==> src/rtl/adc_scheduler.sv <==
// Sample/recalibration scheduler for a single shared ADC. Requesters are served
// round-robin; recalibration (requested or periodic) always wins over samples.
// Every wait state is guarded by a timeout that aborts back to idle.
module adc_scheduler #(
  parameter int unsigned NUM_REQ      = 4,
  parameter int unsigned TIMEOUT      = 64,
  parameter int unsigned RECAL_PERIOD = 1024
) (
  input  logic               clk,
  input  logic               reset,
  input  logic [NUM_REQ-1:0] req,
  input  logic               recal_req,
  input  logic               adc_busy,
  input  logic [11:0]        adc_value,
  output logic               adc_read,
  output logic               adc_recal,
  output logic [NUM_REQ-1:0] gnt,
  output logic [11:0]        data,
  output logic               data_valid,
  output logic               timeout_err,
  output logic               busy
);

  localparam int unsigned IdxW = (NUM_REQ > 1) ? $clog2(NUM_REQ) : 1;
  localparam int unsigned TmrW = $clog2(TIMEOUT + 1);
  localparam int unsigned CntW = $clog2(RECAL_PERIOD + 1);

  typedef enum logic [2:0] {
    StIdle,
    StSampleAck,
    StSampleDone,
    StRecalAck,
    StRecalDone
  } state_e;

  state_e            state_q;
  logic [IdxW-1:0]   ptr_q;    // first index searched on the next pick
  logic [IdxW-1:0]   idx_q;    // requester owning the in-flight conversion
  logic [TmrW-1:0]   tmr_q;
  logic [CntW-1:0]   cnt_q;
  logic              pend_q;

  logic              sel_found;
  logic [IdxW-1:0]   sel_idx;
  logic [IdxW-1:0]   sel_next;
  logic              recal_due;
  logic              expired;

  assign recal_due = pend_q || (cnt_q == CntW'(RECAL_PERIOD));
  assign expired   = (tmr_q == TmrW'(TIMEOUT - 1));
  assign sel_next  = (sel_idx == IdxW'(NUM_REQ - 1)) ? '0 : sel_idx + 1'b1;

  // Round-robin search starting at the pointer, wrapping modulo NUM_REQ.
  always_comb begin
    int unsigned cand;
    cand      = 0;
    sel_found = 1'b0;
    sel_idx   = '0;
    for (int unsigned i = 0; i < NUM_REQ; i++) begin
      cand = 32'(ptr_q) + i;
      if (cand >= NUM_REQ) begin
        cand = cand - NUM_REQ;
      end
      if (!sel_found && req[IdxW'(cand)]) begin
        sel_found = 1'b1;
        sel_idx   = IdxW'(cand);
      end
    end
  end

  // Control FSM with registered pulse outputs; pulses default low every cycle.
  always_ff @(posedge clk) begin
    if (reset) begin
      state_q     <= StIdle;
      ptr_q       <= '0;
      idx_q       <= '0;
      tmr_q       <= '0;
      cnt_q       <= '0;
      pend_q      <= 1'b1;  // first action after reset is a recalibration
      adc_read    <= 1'b0;
      adc_recal   <= 1'b0;
      gnt         <= '0;
      data        <= '0;
      data_valid  <= 1'b0;
      timeout_err <= 1'b0;
      busy        <= 1'b0;
    end else begin
      adc_read    <= 1'b0;
      adc_recal   <= 1'b0;
      gnt         <= '0;
      data_valid  <= 1'b0;
      timeout_err <= 1'b0;
      tmr_q       <= tmr_q + 1'b1;
      if (recal_req) begin
        pend_q <= 1'b1;
      end
      case (state_q)
        StIdle: begin
          tmr_q <= '0;
          if (recal_due) begin
            adc_recal <= 1'b1;
            busy      <= 1'b1;
            state_q   <= StRecalAck;
          end else if (sel_found) begin
            adc_read <= 1'b1;
            busy     <= 1'b1;
            idx_q    <= sel_idx;
            // Advancing at selection also covers the aborted-sample case.
            ptr_q    <= sel_next;
            state_q  <= StSampleAck;
          end
        end
        StSampleAck, StRecalAck: begin
          if (adc_busy) begin
            tmr_q   <= '0;
            state_q <= (state_q == StSampleAck) ? StSampleDone : StRecalDone;
          end else if (expired) begin
            timeout_err <= 1'b1;
            busy        <= 1'b0;
            state_q     <= StIdle;
          end
        end
        StSampleDone: begin
          if (!adc_busy) begin
            data       <= adc_value;
            gnt        <= {{(NUM_REQ - 1){1'b0}}, 1'b1} << idx_q;
            data_valid <= 1'b1;
            if (cnt_q != CntW'(RECAL_PERIOD)) begin
              cnt_q <= cnt_q + 1'b1;
            end
            busy    <= 1'b0;
            state_q <= StIdle;
          end else if (expired) begin
            timeout_err <= 1'b1;
            busy        <= 1'b0;
            state_q     <= StIdle;
          end
        end
        StRecalDone: begin
          if (!adc_busy) begin
            cnt_q   <= '0;
            // A request landing on the completion cycle is kept, not lost.
            pend_q  <= recal_req;
            busy    <= 1'b0;
            state_q <= StIdle;
          end else if (expired) begin
            timeout_err <= 1'b1;
            busy        <= 1'b0;
            state_q     <= StIdle;
          end
        end
        default: begin
          busy    <= 1'b0;
          state_q <= StIdle;
        end
      endcase
    end
  end

endmodule

==> config.mk <==
export PLATFORM = sky130hd
export DESIGN_NAME = adc_scheduler
export DESIGN_NICKNAME = d
export VERILOG_FILES = /design/src/rtl/adc_scheduler.sv
export SDC_FILE = /design/constraint.sdc
export NUM_CORES = 1
export LEC_CHECK = 0
export ABC_CLOCK_PERIOD_IN_PS = 1950
export CAP_MARGIN = 20
export CORE_UTILIZATION = 46
export CTS_CLUSTER_DIAMETER = 80
export DETAILED_ROUTE_END_ITERATION = 8
export PLACE_DENSITY = 0.75
export SLEW_MARGIN = 5
export SYNTH_ARGS = -nofsm -noshare
export SYNTH_HDL_FRONTEND = slang
export SYNTH_SLANG_ARGS = --single-unit
==> constraint.sdc <==
create_clock -name clk -period 1.95 [get_ports clk]
set_clock_uncertainty 0.15 [all_clocks]
set_input_delay 0.195 -clock clk [delete_from_list [all_inputs] [get_ports clk]]
set_output_delay 0.195 -clock clk [all_outputs]
set_load 0.005 [all_outputs]
**Word-level counts from Yosys, hierarchy flattened**

Index checks and enable logic that the tools add are counted.

- Logic and storage cells: 118
- Register bits after elaboration: 47
- Memories: 0
- RAM bits: 0
- Output and inout bits: 21
- Bits in read-only memories: 0
- Input port bits: 20
- Bits in latches: 0

- Divide/modulo/power cells: 0
- Equality and inequality tests: 13
- Shift-type cells: 1
- Add/subtract/negate cells: 10
- Mux-type cells: 50
- Reduce and logical (&&, ||, !) cells: 19
- Multiply operators: 0
- Bitwise logic cells: 4
- $lt $le $gt $ge: 8

Operator list:

| cell | count |
|---|---|
| 2-to-1 mux 11 bit | 3 |
| 2-to-1 mux 1 bit | 22 |
| one-hot mux 11 bit (2 select lines) | 1 |
| 2-to-1 mux 2 bit | 9 |
| 2-to-1 mux 3 bit | 6 |
| one-hot mux 7 bit (2 select lines) | 1 |
| less-than comparator 2 x 3 -> 1 bit, second input constant | 4 |
| adder 11 x 1 -> 11 bit, second input constant | 1 |
| == test 11 bit, second input constant | 1 |
| != test 11 bit, second input constant | 1 |
| greater-or-equal comparator 3 bit, second input constant | 3 |
| one-hot mux 3 bit (3 select lines) | 1 |
| binary-select mux 1 bit (select 2 bit) | 4 |
| != test 2 bit, second input constant | 4 |
| OR reduction 2 bit | 4 |
| subtractor 2 x 1 -> 2 bit, second input constant | 4 |
| adder 7 x 1 -> 7 bit, second input constant | 1 |
| == test 7 x 6 -> 1 bit, second input constant | 1 |
| 2-to-1 mux 7 bit | 1 |
| adder 2 x 2 -> 3 bit, second input constant | 2 |
| == test 3 x 2 -> 1 bit, second input constant | 2 |
| OR reduction 3 bit | 2 |
| NOT 1 bit | 4 |
| AND reduction 2 bit | 2 |
| other kinds (17) | 21 |

**Depth between registers and ports, before layout**

- Word-level depth: 17
- Gate-level depth with buffers: 7
- Gate-level depth less buffers: 7

**Worst setup path before layout**

No wires, ideal clock.

- Path type: register -> register
- From: register tmr_q[0]
- To: register state_q[1]
- Path slack: 0.077 ns
- Cell stages (with the launch flop): 8
- Arrival time: 1.609 ns
- Period minus slack after synthesis: 1.873 ns
- Setup time: 0.115 ns
- Data required time: 1.685 ns
- Buffers on the path: 1
- Cell sequence: dfxtp_1 ha_1 nand3_1 or3_1 clkbuf_1 a311oi_1 nor2_1 o21a_1

- Cells in the longest elaborated chain, start to end: 4
- Elaborated cells on any way between the ends: 5
- Classes of those cells: eq/ne (1); mux (4)

Ends and longest elaborated chain:

| item | line | RTL |
|---|---|---|
| start: declaration | 39 | `logic [TmrW-1:0] tmr_q;` |
| start signal: assignment | 93 | `tmr_q <= tmr_q + 1'b1;` |
| == test 7 x 6 -> 1 bit * | 50 | `assign expired = (tmr_q == TmrW'(TIMEOUT - 1));` |
| 2-to-1 mux 3 bit * | - |  |
| 2-to-1 mux 3 bit (on tied branches) | - |  |
| one-hot mux 3 bit (3 select lines) * | - |  |
| end signal: assignment | 74 | `state_q <= StIdle;` |
| end signal: assignment | 103 | `state_q <= StRecalAck;` |
| end signal: assignment | 110 | `state_q <= StSampleAck;` |
| end: declaration | 36 | `state_e state_q;` |

Mark *: on every way between the ends. The rest lies on a longest branch, timed or not.
A chain may end at the register's enable or synchronous reset.

**Final worst setup path**

- From: register cnt_q[0]
- To: register idx_q[1]

- Cells in the longest elaborated chain, start to end: 4

Ends and longest elaborated chain:

| item | line | RTL |
|---|---|---|
| start: declaration | 40 | `logic [CntW-1:0] cnt_q;` |
| start signal: assignment | 129 | `cnt_q <= cnt_q + 1'b1;` |
| == test 11 bit | 49 | `assign recal_due = pend_q \|\| (cnt_q == CntW'(RECAL_PERIOD));` |
| logical OR 1 bit | 49 |  |
| NOT 1 bit (no source line) | - |  |
| AND reduction 3 bit (no source line) | - |  |
| end signal: assignment | 107 | `idx_q <= sel_idx;` |
| end: declaration | 38 | `logic [IdxW-1:0] idx_q;` |

No other way between the ends.

==> run summary <==
Lkg Pwr: 0.00103 uW
WL per Instance: 12.9 um
Final TNS setup: 0 ns
Fin cells: 359
CP max-delay cell: a311oi_4
Worst-margin pin slew: 0.449 ns
DRT antenna net count: 0
Synth Instances: 251
Total Power: 2050 uW
Critical Path Start Type: flop
Register-to-Register Path Depth: 8
Sw Share: 24.0%
Critical path buffers and inverters: 2
Synth warn: 0
Inst Count DP: 350
Clk root buf: clkbuf_8
Clock sink count: 47
Synthesized area: 0.00212 mm^2
First-pass GRT wire length: 7750 um
Std-Cell Rows: 24
Via count: 1885
Vias in the first global route: 1786
Cts hold-fix bufs: 0
Critical path class: flop to flop
# diodes: 0
H-tree depth: 2
Worst EP required: 1.99 ns
Critical path capture point type: flop
Initial antenna violation count: 0
Netlist cell types: 45
Largest net degree at the start of global routing: 17
RSZ-0062 raised after global routing: no
Longest Clk Path Bufs: 2
Die H: 69.9 um
Clock share of power: 33.3%
Leading cell type in the layout, fill and taps excluded: dfxtp_1
CP arrival: 1.89 ns
Die Area: 0.00489 mm^2
Crit-path cells: inv_1 -> ha_1 -> and4bb_2 -> a311oi_4 -> buf_4 -> nand2_1 -> nand2_1 -> a21oi_1
Fin nets: 330
Final period utilization: 95.2%
Fin. max-slew vios: 0
Status: finished, final reports clean
Fillers: 391
Min-Delay Path Depth: 3
Critical-path maximum fanout: 5
Final Setup Violations: 0
Global placer's final weighted congestion: 0.810
Max_cap viols: 0
Worst-Skew Late Latency: 0.30 ns
Layout cells sized above 1: 13.4%
Top_reg_cell synth: dfxtp_1
Register area share after synthesis: 44.3%
Combinational power share: 16.7%
Delay-heaviest family, CP: compound AO/OA/AOI/OAI gates
Core area: 0.00438 mm^2
Internal: 1560 uW
Hold Violations, Final: 0
Routed WL: 4630 um
Flops & latches, synth: 47
Worst vdd ir: 0.486 mV
Syn_area_per_cell: 8.46 um^2
Pre-antenna DRT Iters: 5
DRC errors left: 0
Crit path depth: 8
Number of synthesized flops with an enable pin: 0
Commonest cells after routing, fill and taps aside: 46 x dfxtp_1, 40 x clkdlybuf4s50_1, 38 x nand2_1
Starting density of the core: 48.4%
Iter 0 DRT Violations: 132
Overflow after GRT: 0
Final Critical Period: 1.86 ns
Num CTS Buffers: 5
Hold WC Path Type: primary input to flop
Cell area power density: 728 mW/mm^2
Total GRT Usage: 19.9%
DR vias/cell: 5.25
Buffers on Ports: 40
Dpl hpwl: 3390 um
Fmax: 539 MHz
CTS tree: yes
Syn nets: 274
Top Ports: 41
Die width: 69.9 um
Net switching power: 493 uW
Share of power burned in registers: 50.0%
Async SR Flop Fraction: 0%
CP max stage delay: 0.38 ns
Clk slew on worst S/H paths: 0.09 ns
Cell mode on critical path: nand2_1
Max-slew headroom: 69.9%
P&R area growth vs syn: 32.8%
sequential cells by signal (all words and copies together) (netlist names), named ones only:
name and count:
tmr_q 7, adc_read 1, cnt_q 11, state_q 3
data_valid 1, ptr_q 1, busy 1, data 12
idx_q 2, gnt 4, pend_q 1, timeout_err 1
adc_recal 1
path summary, 6_finish.rpt:
| path | from | end | slack [ns] |
|---|---|---|---|
| setup / recovery | cnt_q[0]$_SDFFE_PP0P_ | idx_q[1]$_SDFFE_PP0P_ | 0.09 |
| hold / removal | adc_value[7] | data[7]$_SDFFE_PP0P_ | 0.29 |
| setup reg to reg | cnt_q[0]$_SDFFE_PP0P_ | idx_q[1]$_SDFFE_PP0P_ | 0.09 |
| hold reg to reg | tmr_q[0]$_SDFF_PP0_ | tmr_q[0]$_SDFF_PP0_ | 0.30 |
tightest hold or removal path, delay by kind of cell:
kind / cells / cell delay, ns
buf+inv: 1 / 0.40
simple gates: 1 / 0.06
compound gates: 1 / 0.05
per-stage QoR:
step	hold WS [ns]	setup WS (ns)	cell area (um^2)	util [%]
final	0.293	0.0936	2820	64.3
after CTS	0.286	0.0340	2800	63.8
after floorplan	0.137	0.0768	2120	-
after global placement	0.276	0.00711	2690	61.4
after global routing	0.299	0.00659	2820	64.3
after detailed placement	0.283	-0.0409	2690	61.4
what timing repair did:
action	CTS	global route
setup endpoints to repair	0	4
setup buffers	0	2
gates resized for setup	0	4
logic make-up after synthesis:
group	share of synthesized area [%]
AOI/OAI and AO/OA	16.9
xor gates and xnor gates	5.78
adders and majority gates	1.77
buffers and inverters	4.42
DFF	44.3
and+or+nand+nor	26.8
power groups by stage:
| stage | combinational, uW | sequential [uW] | clock (uW) |
|---|---|---|---|
| 2_1_floorplan | 176 | 1040 | 0 |
| 3_3_place_gp | 333 | 1050 | 0 |
| 3_5_place_dp | 341 | 1050 | 0 |
| 4_1_cts | 342 | 1030 | 698 |
| 5_1_grt | 377 | 1030 | 732 |
| 6_report | 342 | 1030 | 684 |
per-layer routing:
metal	routed length, um	GRT usage, %	vias up
met5	0	0	-
met4	76	8.67	0
met3	195	4.47	7
met2	2150	34.7	38
met1	2210	23.3	866
li1	-	-	974
cells in the mapped netlist, types with 4 or more instances:
cell type | count | area share (%)
nor2_1 | 26 | 4.6
a31oi_1 | 4 | 1.2
o21ai_0 | 8 | 1.9
nor2b_1 | 6 | 1.8
nand2_1 | 38 | 6.7
nand3_1 | 6 | 1.4
xnor2_1 | 7 | 2.9
a21oi_1 | 24 | 5.7
and3_1 | 4 | 1.2
inv_1 | 9 | 1.6
nor3_1 | 7 | 1.6
dfxtp_1 | 47 | 44
clkbuf_1 | 10 | 1.8
xor2_1 | 7 | 2.9
final cells by class:
| cell class | instances | area (um^2) | area share (%) |
|---|---|---|---|
| clock buffers | 6 | 72.6 | 2.57 |
| clock inverters | 1 | 30.0 | 1.07 |
| inverters | 9 | 33.8 | 1.20 |
| multi-input cells | 181 | 1100 | 39.1 |
| flip-flops and latches | 47 | 942 | 33.4 |
| well taps | 52 | 65.1 | 2.31 |
| repair buffers | 63 | 573 | 20.3 |
(Power assumes the default switching activity.)
